===== src/rtl/mod_counter_pkg.sv =====
// Shared constants and helpers for the modulo up/down counter family.
package mod_counter_pkg;

    localparam logic DIR_UP = 1'b1;
    localparam logic DIR_DN = 1'b0;

    // Gray code of a value up to 32 bits wide; callers truncate to their WIDTH.
    function automatic logic [31:0] gray_code(input logic [31:0] v);
        return v ^ (v >> 1);
    endfunction

endpackage


===== src/rtl/mod_counter_next.sv =====
// Combinational next-count logic: load/clamp, increment/decrement with modulo wrap.
module mod_counter_next
    import mod_counter_pkg::*;
#(
    parameter int unsigned     WIDTH   = 4,
    parameter longint unsigned MODULUS = 16
) (
    input  logic [WIDTH-1:0] q,
    input  logic             en,
    input  logic             up_dn,
    input  logic             load,
    input  logic [WIDTH-1:0] load_val,
    output logic [WIDTH-1:0] q_next_c,
    output logic             wrap_c,
    output logic             load_err_c
);

    // One extra bit so MODULUS = 2**WIDTH is representable and compares stay exact.
    localparam logic [WIDTH:0] MOD_X  = (WIDTH+1)'(MODULUS);
    localparam logic [WIDTH:0] LAST_X = MOD_X - (WIDTH+1)'(1);

    logic [WIDTH:0] q_x;
    logic [WIDTH:0] load_x;
    logic [WIDTH:0] inc_x;
    logic [WIDTH:0] dec_x;

    always_comb begin
        q_next_c   = q;
        wrap_c     = 1'b0;
        load_err_c = 1'b0;
        q_x        = {1'b0, q};
        load_x     = {1'b0, load_val};
        inc_x      = q_x + (WIDTH+1)'(1);
        dec_x      = q_x - (WIDTH+1)'(1);

        if (load) begin
            if (load_x >= MOD_X) begin
                q_next_c   = LAST_X[WIDTH-1:0];
                load_err_c = 1'b1;
            end else begin
                q_next_c = load_val;
            end
        end else if (en) begin
            if (up_dn == DIR_UP) begin
                if (inc_x >= MOD_X) begin
                    q_next_c = '0;
                    wrap_c   = 1'b1;
                end else begin
                    q_next_c = inc_x[WIDTH-1:0];
                end
            end else begin
                // Borrow out of the extended difference marks the underflow from 0.
                if (dec_x[WIDTH]) begin
                    q_next_c = LAST_X[WIDTH-1:0];
                    wrap_c   = 1'b1;
                end else begin
                    q_next_c = dec_x[WIDTH-1:0];
                end
            end
        end
    end

endmodule


===== src/rtl/mod_updown_counter.sv =====
// Synchronous modulo-N up/down counter with load, cascade tc and wrap/load-error pulses.
// Optional registered Gray output q_gray when MOD_COUNTER_GRAY_EN is defined.
module mod_updown_counter
    import mod_counter_pkg::*;
#(
    parameter int unsigned     WIDTH   = 4,
    parameter longint unsigned MODULUS = 16
) (
    input  logic             clock,
    input  logic             clear,
    input  logic             en,
    input  logic             up_dn,
    input  logic             load,
    input  logic [WIDTH-1:0] load_val,
    output logic [WIDTH-1:0] q,
    output logic             tc,
    output logic             wrap,
    output logic             load_err
`ifdef MOD_COUNTER_GRAY_EN
    ,
    output logic [WIDTH-1:0] q_gray
`endif
);

    localparam logic [WIDTH-1:0] LAST = WIDTH'(MODULUS - 64'd1);

    if (WIDTH < 1 || WIDTH > 32) begin : g_bad_width
        $error("mod_updown_counter: WIDTH must be in 1..32");
    end
    if (MODULUS < 64'd2 || MODULUS > (64'd1 << WIDTH)) begin : g_bad_modulus
        $error("mod_updown_counter: MODULUS must be in 2..2**WIDTH");
    end

    logic [WIDTH-1:0] q_next_c;
    logic             wrap_c;
    logic             load_err_c;

    mod_counter_next #(
        .WIDTH   (WIDTH),
        .MODULUS (MODULUS)
    ) u_next (
        .q          (q),
        .en         (en),
        .up_dn      (up_dn),
        .load       (load),
        .load_val   (load_val),
        .q_next_c   (q_next_c),
        .wrap_c     (wrap_c),
        .load_err_c (load_err_c)
    );

    // Zero-latency terminal count so a downstream stage can use it as its enable.
    assign tc = en & ~load & ((up_dn == DIR_UP) ? (q == LAST) : (q == '0));

    always_ff @(posedge clock or posedge clear) begin
        if (clear) begin
            q        <= '0;
            wrap     <= 1'b0;
            load_err <= 1'b0;
        end else begin
            q        <= q_next_c;
            wrap     <= wrap_c;
            load_err <= load_err_c;
        end
    end

`ifdef MOD_COUNTER_GRAY_EN
    always_ff @(posedge clock or posedge clear) begin
        if (clear) begin
            q_gray <= '0;
        end else begin
            q_gray <= WIDTH'(gray_code(32'(q_next_c)));
        end
    end
`endif

endmodule


===== config.mk =====
export PLATFORM = sky130hd
export DESIGN_NAME = mod_updown_counter
export DESIGN_NICKNAME = d
export VERILOG_FILES = /design/src/rtl/mod_counter_pkg.sv /design/src/rtl/mod_counter_next.sv /design/src/rtl/mod_updown_counter.sv
export SDC_FILE = /design/constraint.sdc
export NUM_CORES = 1
export LEC_CHECK = 0
export CAP_MARGIN = 20
export CORE_AREA = 2 2 39 41
export DETAILED_ROUTE_END_ITERATION = 8
export DIE_AREA = 0 0 41 43
export DONT_BUFFER_PORTS = 1
export HOLD_SLACK_MARGIN = 0.02
export PLACE_DENSITY = 0.56
export SLEW_MARGIN = 20
export SYNTH_ARGS = -nofsm -noshare
export SYNTH_HDL_FRONTEND = slang
export SYNTH_SLANG_ARGS = --single-unit

===== constraint.sdc =====
create_clock -name clock -period 3.1 [get_ports clock]
set_clock_uncertainty 0.05 [all_clocks]
set_input_delay 0.31 -clock clock [delete_from_list [all_inputs] [get_ports clock]]
set_output_delay 0.31 -clock clock [all_outputs]
set_load 0.01 [all_outputs]

==> flow_summary_export.csv <==
group,metric,value,unit
worst_hold_path,hold_path.startpoint,"load",
setup_path,worstPathRequired,2.74,ns
floorplanning,io-pin-count,16,
detailed_routing,routedWlPerCell,13.5,um
detailed_routing,postRouteAntennaNets,0,
clock_tree,cts_root_buf,"sky130_fd_sc_hd__clkbuf_4",
finish,synthToLayoutAreaGrowth,6.16,%
grt,grt_start_max_net_pins,10,
detailed_routing,vias,359,
yosys,ys_seq_elements,5,
floorplanning,initial_core_util,0.308,
yosys,mappedNetlistNets,63,
setup_path,worst_reg2reg_path_length_in_cells,6,
clock_tree,cts-buffers-inserted,3,
floorplanning,rows,14,
setup_path,path_class,"register to primary output",
grt,antenna_violations_before_repair,0,
yosys,synth.most_common_cell,"sky130_fd_sc_hd__nand2_1",
grt,globalRouteOverflowTotal,0,
sta,shortest_clock_period_the_worst_path_allows_after_layout,1.90,ns
sta,fmax,526,MHz
worst_hold_path,min_delay_worst_endpoint,"q[0]",
setup_path,crit_path_start_kind,"register",
status,run_status,"finished, final reports clean",
clock_tree,cts.repair.resized,0,
finish,n_antenna_cell,0,
clock_tree,cts.hold.buffers_added,1,
setup_path,reg2reg_slack,1.34,ns
pwr,vdd.ir_drop.worst,0.000229,V
clock_tree,htree_num_levels,1,
place,buffer_ports.inserted,0,
detailed_routing,initialDrtViolationCount,3,
grt,gr-usage-all-layers,0.113,
yosys,synth-main-ff-cell,"sky130_fd_sc_hd__dfrtp_1",
setup_path,r2r-start,"q[0]",
run,max_cap_violations,0,
sta,totalNegativeSetupSlack,0,ns
setup_path,worstPathMaxFanout,8,
grt,grt_pass1_wl,1.27,mm
clock_tree,cts.sink_count,5,
sta,finalCritPeriodShare,0.613,
clock_tree,clk_latency,0.25,ns
yosys,syn-instance-count,51,
pwr,power.leakage,0.203,nW
floorplanning,die-area,0.00176,mm^2
floorplanning,core_area,0.00138,mm^2
detailed_routing,drc_violations_left,0,
setup_path,setup.worst_path.end_class,"primary output",
yosys,synth_cell_types,28,
finish,layout.filler_cells,151,
detailed_routing,via_per_inst,5.28,
yosys,mappedNetlistArea,427,um^2
clock_tree,clock_tree.buffer_depth,2,
clock_tree,post_cts_buffers,0,
sta,rsz0062_at_grt,"false",
sta,hold_violations_final,0,
floorplanning,die_y,43,um
finish,multi_input_comb_area,256,um^2
pwr,power_density,508,mW/mm^2
yosys,yosys.area.top_type_share,0.293,
setup_path,worstReg2RegEnd,"q[2]",
clock_tree,clk_slew_on_worst_s_h_paths,0.04,ns
grt,first_global_vias,307,
sta,setup_violations,0,
worst_hold_path,whs_path_depth,1,
clock_tree,cts_tree,"built",
finish,final-instance-count-excl-fill,68,
yosys,synthTopCellsByArea,"sky130_fd_sc_hd__dfrtp_1 (29%), sky130_fd_sc_hd__ha_1 (8.8%), sky130_fd_sc_hd__nand2_1 (5.3%)",
finish,drive_above_1_share,0.154,
detailed_routing,totalWireLength,916,um
yosys,ys_warn_count,0,
yosys,async_flop_share,1.00,
place,place.detailed.instances,63,
yosys,seq_area_frac_synth,0.293,
yosys,synth-edff-count,0,
sta,slew_violations,0,
finish,reg_area,125,um^2
worst_hold_path,worst_hold_path_type,"input port to register",
floorplanning,dieWidth,41,um
yosys,post-synth-top-area-cell,"sky130_fd_sc_hd__dfrtp_1",
setup_path,worstPathArrival,1.54,ns
place,place.gp.congestion,0.673,
yosys,synthTopCellsByCount,"sky130_fd_sc_hd__nand2_1 (6), sky130_fd_sc_hd__dfrtp_1 (5), sky130_fd_sc_hd__a21oi_1 (4), sky130_fd_sc_hd__inv_1 (4), sky130_fd_sc_hd__nor2_1 (4)",
yosys,mean_cell_area_of_the_mapped_netlist,8.37,um^2
finish,fin_nets,65,
detailed_routing,drt-pass1-iter-count,4,
-- metrics by stage --
stage | power [mW] | cell area [um^2] | worst slack (ns) | util | hold slack, ns
after global placement | 0.150 | 417 | 1.36 | 0.301 | 0.0624
final | 0.230 | 453 | 1.20 | 0.327 | 0.108
after detailed placement | 0.153 | 417 | 1.32 | 0.301 | 0.0633
after global routing | 0.247 | 453 | 1.07 | 0.327 | 0.105
after CTS | 0.234 | 453 | 1.18 | 0.327 | 0.102
after floorplan | 0.148 | 427 | 1.48 | - | 0.0385
-- routing by layer --
layer	share of wire	global-route usage	routed length [um]	up-vias
li1	-	-	-	173
met1	0.39	0.120	361	165
met2	0.47	0.163	435	19
met3	0.12	0.0890	108	2
met4	0.012	0.0400	11	0
met5	0	0	0	-
-- cell families after synthesis --
logic type      Yosys count  synth area share
mux                       3            0.0850
fa+ha+maj                 3            0.0880
compound gates           14             0.211
simple gates             15             0.167
xor+xnor                  2            0.0411
other cells               1           0.00879
buf+inv                   8             0.106
flops                     5             0.293
-- worst max-delay path by stage --
stage	from	endpoint	slack, ns	cells past startpoint
6_report	q[1]	tc	1.20	4
3_3_place_gp	q[0]	q[2]	1.36	6
3_5_place_dp	q[0]	q[2]	1.32	6
5_1_grt	q[1]	tc	1.07	4
4_1_cts	q[1]	tc	1.18	4
2_1_floorplan	q[0]	q[2]	1.48	6
-- cell usage in the layout, fill, tap and decap left out --
cell                            n
sky130_fd_sc_hd__a21oi_1        4
sky130_fd_sc_hd__nor3_1         1
sky130_fd_sc_hd__a31oi_1        1
sky130_fd_sc_hd__dlygate4sd3_1  1
sky130_fd_sc_hd__nand2_2        1
sky130_fd_sc_hd__nor2_1         4
sky130_fd_sc_hd__and3_2         1
sky130_fd_sc_hd__conb_1         1
sky130_fd_sc_hd__clkbuf_4       3
sky130_fd_sc_hd__o21bai_1       1
sky130_fd_sc_hd__clkbuf_1       1
sky130_fd_sc_hd__o21ai_1        1
sky130_fd_sc_hd__mux2_4         1
sky130_fd_sc_hd__o311ai_1       1
sky130_fd_sc_hd__a22o_1         1
sky130_fd_sc_hd__a31o_2         1
sky130_fd_sc_hd__dfrtp_1        5
sky130_fd_sc_hd__nand2_1        6
sky130_fd_sc_hd__a21o_1         1
sky130_fd_sc_hd__o211ai_1       1
sky130_fd_sc_hd__inv_1          4
sky130_fd_sc_hd__mux2i_1        1
sky130_fd_sc_hd__mux2_2         1
sky130_fd_sc_hd__nand2b_1       1
sky130_fd_sc_hd__nor4b_1        1
sky130_fd_sc_hd__o21ai_0        2
sky130_fd_sc_hd__xnor2_1        2
sky130_fd_sc_hd__ha_1           3
-- power breakdown --
| group | total (mW) | switching (mW) | internal (mW) |
|---|---|---|---|
| Sequential | 0.0954 | 0.0224 | 0.0730 |
| Combinational | 0.0566 | 0.0251 | 0.0315 |
| Clock | 0.0779 | 0.0291 | 0.0488 |
| Total | 0.230 | 0.0766 | 0.153 |
-- critical path, stage by stage, from the launching register on --
cell and delay (ns):
sky130_fd_sc_hd__dfrtp_1 0.52, sky130_fd_sc_hd__ha_1 0.26, sky130_fd_sc_hd__and3_2 0.19, sky130_fd_sc_hd__nand2_1 0.07
sky130_fd_sc_hd__a21oi_1 0.25
-- state kept, by name (all words and copies together), names as in the netlist --
register,flops
wrap,1
q,4
-- layout make-up --
cell class | count | area share
Clock buffer | 4 | 0.0580
Inverter | 4 | 0.0331
Multi-Input combinational cell | 38 | 0.566
Sequential cell | 5 | 0.276
Tap cell | 16 | 0.0442
Timing Repair Buffer | 1 | 0.0221
Power figures use the tool's default switching activity.
